<file path="config.mk">
export PLATFORM = sky130hd
export DESIGN_NAME = spike_direction_arbiter
export DESIGN_NICKNAME = d
export VERILOG_FILES = /design/src/rtl/spike_direction_arbiter.sv
export SDC_FILE = /design/constraint.sdc
export NUM_CORES = 1
export LEC_CHECK = 0
export BUFFER_PORTS_ARGS = -buffer_cell sky130_fd_sc_hd__clkbuf_2
export CAP_MARGIN = 20
export CELL_PAD_IN_SITES_DETAIL_PLACEMENT = 1
export CELL_PAD_IN_SITES_GLOBAL_PLACEMENT = 1
export CORE_MARGIN = 1
export CORE_UTILIZATION = 50
export CTS_BUF_LIST = sky130_fd_sc_hd__clkbuf_4 sky130_fd_sc_hd__clkbuf_8
export CTS_CLUSTER_DIAMETER = 60
export DETAILED_ROUTE_END_ITERATION = 12
export PLACE_DENSITY = 0.87
export SETUP_SLACK_MARGIN = 0.1
export SLEW_MARGIN = 20
export SYNTH_ARGS = -nofsm -noshare
export SYNTH_HDL_FRONTEND = slang
export SYNTH_SLANG_ARGS = --single-unit
</file>
<file path="constraint.sdc">
create_clock -name clk -period 6 [get_ports clk]
set_input_delay 0.6 -clock clk [delete_from_list [all_inputs] [get_ports clk]]
set_output_delay 0.6 -clock clk [all_outputs]
set_load 0.02 [all_outputs]
</file>
<file path="src/rtl/spike_direction_arbiter.sv">
// Windowed spike-count arbiter: counts per-direction spikes over WIN_LEN clk_en ticks
// and emits a one-hot winning direction {W,E,S,N} once per window.
module spike_direction_arbiter #(
  parameter int WIN_LEN = 16,
  parameter int THRESH  = 4
) (
  input  logic       clk,
  input  logic       rst_n,
  input  logic       clk_en,
  input  logic       enable_i,
  input  logic [3:0] spike_i,
  output logic [3:0] ch_fire_o,
  output logic       fire_valid_o,
  output logic       busy_o
);

  localparam int CNT_W = $clog2(WIN_LEN + 1);
  localparam logic [CNT_W-1:0] CNT_MAX   = '1;
  localparam logic [CNT_W-1:0] LAST_TICK = CNT_W'(WIN_LEN - 1);
  localparam logic [CNT_W-1:0] THR       = CNT_W'(THRESH);

  typedef enum logic [1:0] {
    IDLE,
    ACCUM,
    DECIDE
  } state_t;

  state_t           state, state_nxt;
  logic [CNT_W-1:0] tick_cnt, tick_nxt;
  logic [CNT_W-1:0] cnt      [4];
  logic [CNT_W-1:0] cnt_nxt  [4];
  logic [CNT_W-1:0] snap     [4];
  logic [CNT_W-1:0] snap_nxt [4];
  logic [CNT_W-1:0] cnt_inc  [4];
  logic [CNT_W-1:0] snap_max;
  logic [3:0]       cand;
  logic [3:0]       pick;
  logic [3:0]       decision;
  logic [3:0]       fire_nxt;
  logic             valid_nxt;

  function automatic logic [CNT_W-1:0] sat_inc(input logic [CNT_W-1:0] v, input logic inc);
    return (inc && (v != CNT_MAX)) ? v + CNT_W'(1) : v;
  endfunction

  always_comb begin
    for (int unsigned d = 0; d < 4; d++) begin
      cnt_inc[d] = sat_inc(cnt[d], spike_i[d]);
    end
  end

  // Winner selection on the frozen snapshot; an already-asserted direction wins ties.
  always_comb begin
    snap_max = '0;
    for (int unsigned d = 0; d < 4; d++) begin
      if (snap[d] > snap_max) snap_max = snap[d];
    end
    cand = '0;
    for (int unsigned d = 0; d < 4; d++) begin
      cand[d] = (snap[d] >= THR) && (snap[d] == snap_max);
    end
    casez (cand)
      4'b???1: pick = 4'b0001;
      4'b??10: pick = 4'b0010;
      4'b?100: pick = 4'b0100;
      4'b1000: pick = 4'b1000;
      default: pick = 4'b0000;
    endcase
    decision = (|(ch_fire_o & cand)) ? ch_fire_o : pick;
  end

  always_comb begin
    state_nxt = state;
    tick_nxt  = tick_cnt;
    cnt_nxt   = cnt;
    snap_nxt  = snap;
    fire_nxt  = ch_fire_o;
    valid_nxt = 1'b0;
    case (state)
      IDLE: begin
        tick_nxt = '0;
        for (int unsigned d = 0; d < 4; d++) begin
          cnt_nxt[d]  = '0;
          snap_nxt[d] = '0;
        end
        fire_nxt = '0;
        if (enable_i) state_nxt = ACCUM;
      end
      ACCUM: begin
        if (!enable_i) begin
          state_nxt = IDLE;
          tick_nxt  = '0;
          for (int unsigned d = 0; d < 4; d++) begin
            cnt_nxt[d]  = '0;
            snap_nxt[d] = '0;
          end
          fire_nxt = '0;
        end else if (clk_en) begin
          if (tick_cnt == LAST_TICK) begin
            // Final tick's spikes go straight into the snapshot, counters restart.
            snap_nxt  = cnt_inc;
            tick_nxt  = '0;
            for (int unsigned d = 0; d < 4; d++) cnt_nxt[d] = '0;
            state_nxt = DECIDE;
          end else begin
            cnt_nxt  = cnt_inc;
            tick_nxt = tick_cnt + CNT_W'(1);
          end
        end
      end
      DECIDE: begin
        fire_nxt  = decision;
        valid_nxt = 1'b1;
        if (enable_i) begin
          state_nxt = ACCUM;
          // This cycle may already be tick 0 of the next window.
          if (clk_en) begin
            cnt_nxt  = cnt_inc;
            tick_nxt = tick_cnt + CNT_W'(1);
          end
        end else begin
          state_nxt = IDLE;
          tick_nxt  = '0;
          for (int unsigned d = 0; d < 4; d++) cnt_nxt[d] = '0;
        end
      end
      default: state_nxt = IDLE;
    endcase
  end

  always_ff @(posedge clk or negedge rst_n) begin
    if (!rst_n) begin
      state        <= IDLE;
      tick_cnt     <= '0;
      for (int unsigned d = 0; d < 4; d++) begin
        cnt[d]  <= '0;
        snap[d] <= '0;
      end
      ch_fire_o    <= '0;
      fire_valid_o <= 1'b0;
    end else begin
      state        <= state_nxt;
      tick_cnt     <= tick_nxt;
      cnt          <= cnt_nxt;
      snap         <= snap_nxt;
      ch_fire_o    <= fire_nxt;
      fire_valid_o <= valid_nxt;
    end
  end

  assign busy_o = (state == ACCUM) || (state == DECIDE);

endmodule

</file>
==> reports/metrics.yaml <==
synth_cell_types: 69
wire_per_inst_um: 19.28
cp_data_arrival_time_ns: 5.85
cp_cell_sequence: "ha_1 > nand3_1 > o21bai_4 > a21oi_4 > mux2_2 > inv_2 > ha_1 > nand2b_1 > a21oi_4 > o22a_1 > nand2_2 > mux2i_2 > ha_1 > nor2b_1 > o31ai_4 > a21o_2 > buf_4 > nor2_1 > a221o_1 > xnor2_1 > a2111oi_4 > buf_4 > a211oi_2 > o22ai_2"
cpPeakStageDelay_ns: 0.46
insertion_delay_ns: 0.30
maxSlewHeadroom_pct: 34.34
synth_edf_count: 0
max_freq_mhz: 176.5
dieArea_um2: 7940
diodes: 0
cts-root-buf: "clkbuf_8"
synth_ff_type: "dfrtp_1"
grt_use_total_pct: 27.75
initial_core_util_pct: 52.02
fin_ws_ns: 0.3358
cts_tree: "built"
synth_top_area_share_pct: 34.30
async_flop_share_pct: 100.0
avgViaCountPerCell: 6.166
synth_nets: 453
path_delay_family: "compound AO/OA/AOI/OAI gates"
ys_top_cells_by_area: "dfrtp_1 (34%), ha_1 (10%), o21ai_0 (7.7%)"
io_buffers: 13
required_ns: 6.18
globalRouteOverflowTotal: 0
syn_inst: 414
ant_nets: 0
fin_util_pct: 58.08
avgSynthCellArea_um2: 9.163
ios: 14
p_leak_uw: 0.001839
first_iter_violations: 202
crit_path_end_kind: "flop"
die_width_um: 89.11
yosysMostFrequentCell: "o21ai_0"
final_max_slew_viol_count: 0
cts_buffers: 5
synth_top_cell_by_area: "dfrtp_1"
critical_path.slowest_cell: "dfrtp_2"
crit_type: "flop to flop"
crit_top_cell: "ha_1"
gp_congestion: 0.8746
status: "finished clean"
drc: 0
routed_wl_um: 10310
worst_slew_pin_slew_ns: 0.9813
h-tree-depth: 2
cp-start-kind: "flop"
nFillCells: 880
fin_setup_tns_ns: 0
fin_crit_sh_pct: 94.40
vias: 3299
synth_common_cells: "o21ai_0 (58), nand2_1 (53), dfrtp_1 (52)"
netlist_area_um2: 3794
cts_num_sinks: 52
drive_gt1_share_pct: 16.51
setup_viol: 0
grt_pass1_vias: 3323
cts_buffer_depth: 2
yosys_warnings: 0
grt_start_max_net_pins: 53
row_count: 31
crit_buf_inv: 3
ir_drop_uv: 246.4
area_growth_pct: 11.64
post-dp-hpwl_um: 7628
powerDensity_nw_per_um2: 507.0
path_max_fanout: 6
finalNetCount: 474
synth-seq-cells: 52
hold_viol: 0
grt_pass1_wl_um: 16570
fp.dieH_um: 89.11
min_period_ns: 5.664
grt_antenna_before_repair: 0
rsz0062_at_grt: "false"
fin_skew_ns: 0.003784
fp.coreArea_um2: 7292
drv_cap: 0
clkTransAtPathRegs_ns: 0.09
cts_hold_buf: 0
pre_cts_ws_ns: 0.1653
yosysSeqAreaShare_pct: 34.30
drtPass1Iterations: 4
hold_class: "primary input to asynchronous set/reset pin"
[cells by family (layout without fill, tap and decap cells)]
kind of cell               after synthesis  after routing  share of synthesized area [%]
AOI/OAI and AO/OA                      145            146                          27.61
and+or+nand+nor                        114            114                          15.37
DFF                                     52             52                          34.30
buffers and inverters                   37             58                          3.925
adders and majority gates               31             31                          10.22
xor gates and xnor gates                24             24                          5.541
muxes                                   11             11                          3.034
[routing by layer]
layer	vias up	global-route usage, %	part of all wire (%)
met4	0	9.091	2.7
li1	1578	-	-
met5	-	0	0
met2	69	47.61	49
met1	1626	36.93	45
met3	26	2.770	3.6
[cell type report]
| cell class | count | area (µm²) | area share (%) |
|---|---|---|---|
| multi-input cells | 326 | 2420 | 57.13 |
| flip-flops and latches | 52 | 1305 | 30.81 |
| repair buffers | 32 | 207.7 | 4.904 |
| well taps | 99 | 123.9 | 2.925 |
| clock buffers | 6 | 76.32 | 1.802 |
| inverters | 18 | 67.56 | 1.595 |
| clock inverters | 2 | 35.03 | 0.8272 |
[sequential cells by signal (all words and copies together) (netlist names)]
register	count
cnt	20
state	2
ch_fire_o	4
fire_valid_o	1
snap	20
tick_cnt	5
[worst reg2reg max path, stage by stage, from the launching register on]
cell and delay [ns]:
dfrtp_2 0.46, ha_1 0.33, nand3_1 0.11, o21bai_4 0.23
a21oi_4 0.22, mux2_2 0.43, inv_2 0.12, ha_1 0.24
nand2b_1 0.13, a21oi_4 0.07, o22a_1 0.26, nand2_2 0.16
mux2i_2 0.27, ha_1 0.28, nor2b_1 0.16, o31ai_4 0.27
a21o_2 0.29, buf_4 0.15, nor2_1 0.03, a221o_1 0.34
xnor2_1 0.29, a2111oi_4 0.08, buf_4 0.16, a211oi_2 0.32
o22ai_2 0.14
[power by group]
part           switching [µW]  internal [µW]  leakage [µW]
combinational             902            579       0.00106
clock                     113            128     0.0000586
sequential               46.7            378      0.000717
total                    1060           1090       0.00184
[worst paths after layout]
check,slack (ns),end,from,depth (start not counted)
worst max-delay path,0.34,ch_fire_o[2],snap[13],24
worst min-delay path,0.41,cnt[11],rst_n,2
worst max register to register,0.34,ch_fire_o[2],snap[13],24
worst min register to register,0.50,tick_cnt[3],tick_cnt[3],1
max in group asynchronous,5.12,snap[13],rst_n,2
min in group clk,0.50,tick_cnt[3],tick_cnt[3],1
[what timing repair did]
item | 4_1_cts | 5_1_grt
buffers inserted | 0 | 7
resized for setup | 0 | 16
endpoints found under the hold margin | 0 | 0
endpoints found under the setup margin | 0 | 4
[cells in the final DEF (no fill, tap or decap), drive strengths merged, types with 4 or more instances in the layout]
master   n
nand4    8
buf     19
nor3     4
xnor2   11
inv     18
nand3    7
nor2b    6
xor2    13
nand2   53
nor2    13
o211ai   4
clkbuf  19
a211oi   5
ha      31
dfrtp   52
o31ai    8
a21oi   16
a21o     7
o22ai    5
and3     7
a32o     8
o21ai   61
mux2i   10
[per-stage QoR]
step	std cells	total power (µW)	cell area (µm²)	hold slack, ns
2_1_floorplan	414	1330	3794	0.3044
3_3_place_gp	519	1619	3991	0.4789
3_5_place_dp	519	1660	3991	0.4879
4_1_cts	527	1910	4103	0.4270
5_1_grt	535	2279	4235	0.4735
6_report	535	2147	4235	0.4051
(Power assumes the default switching activity.)
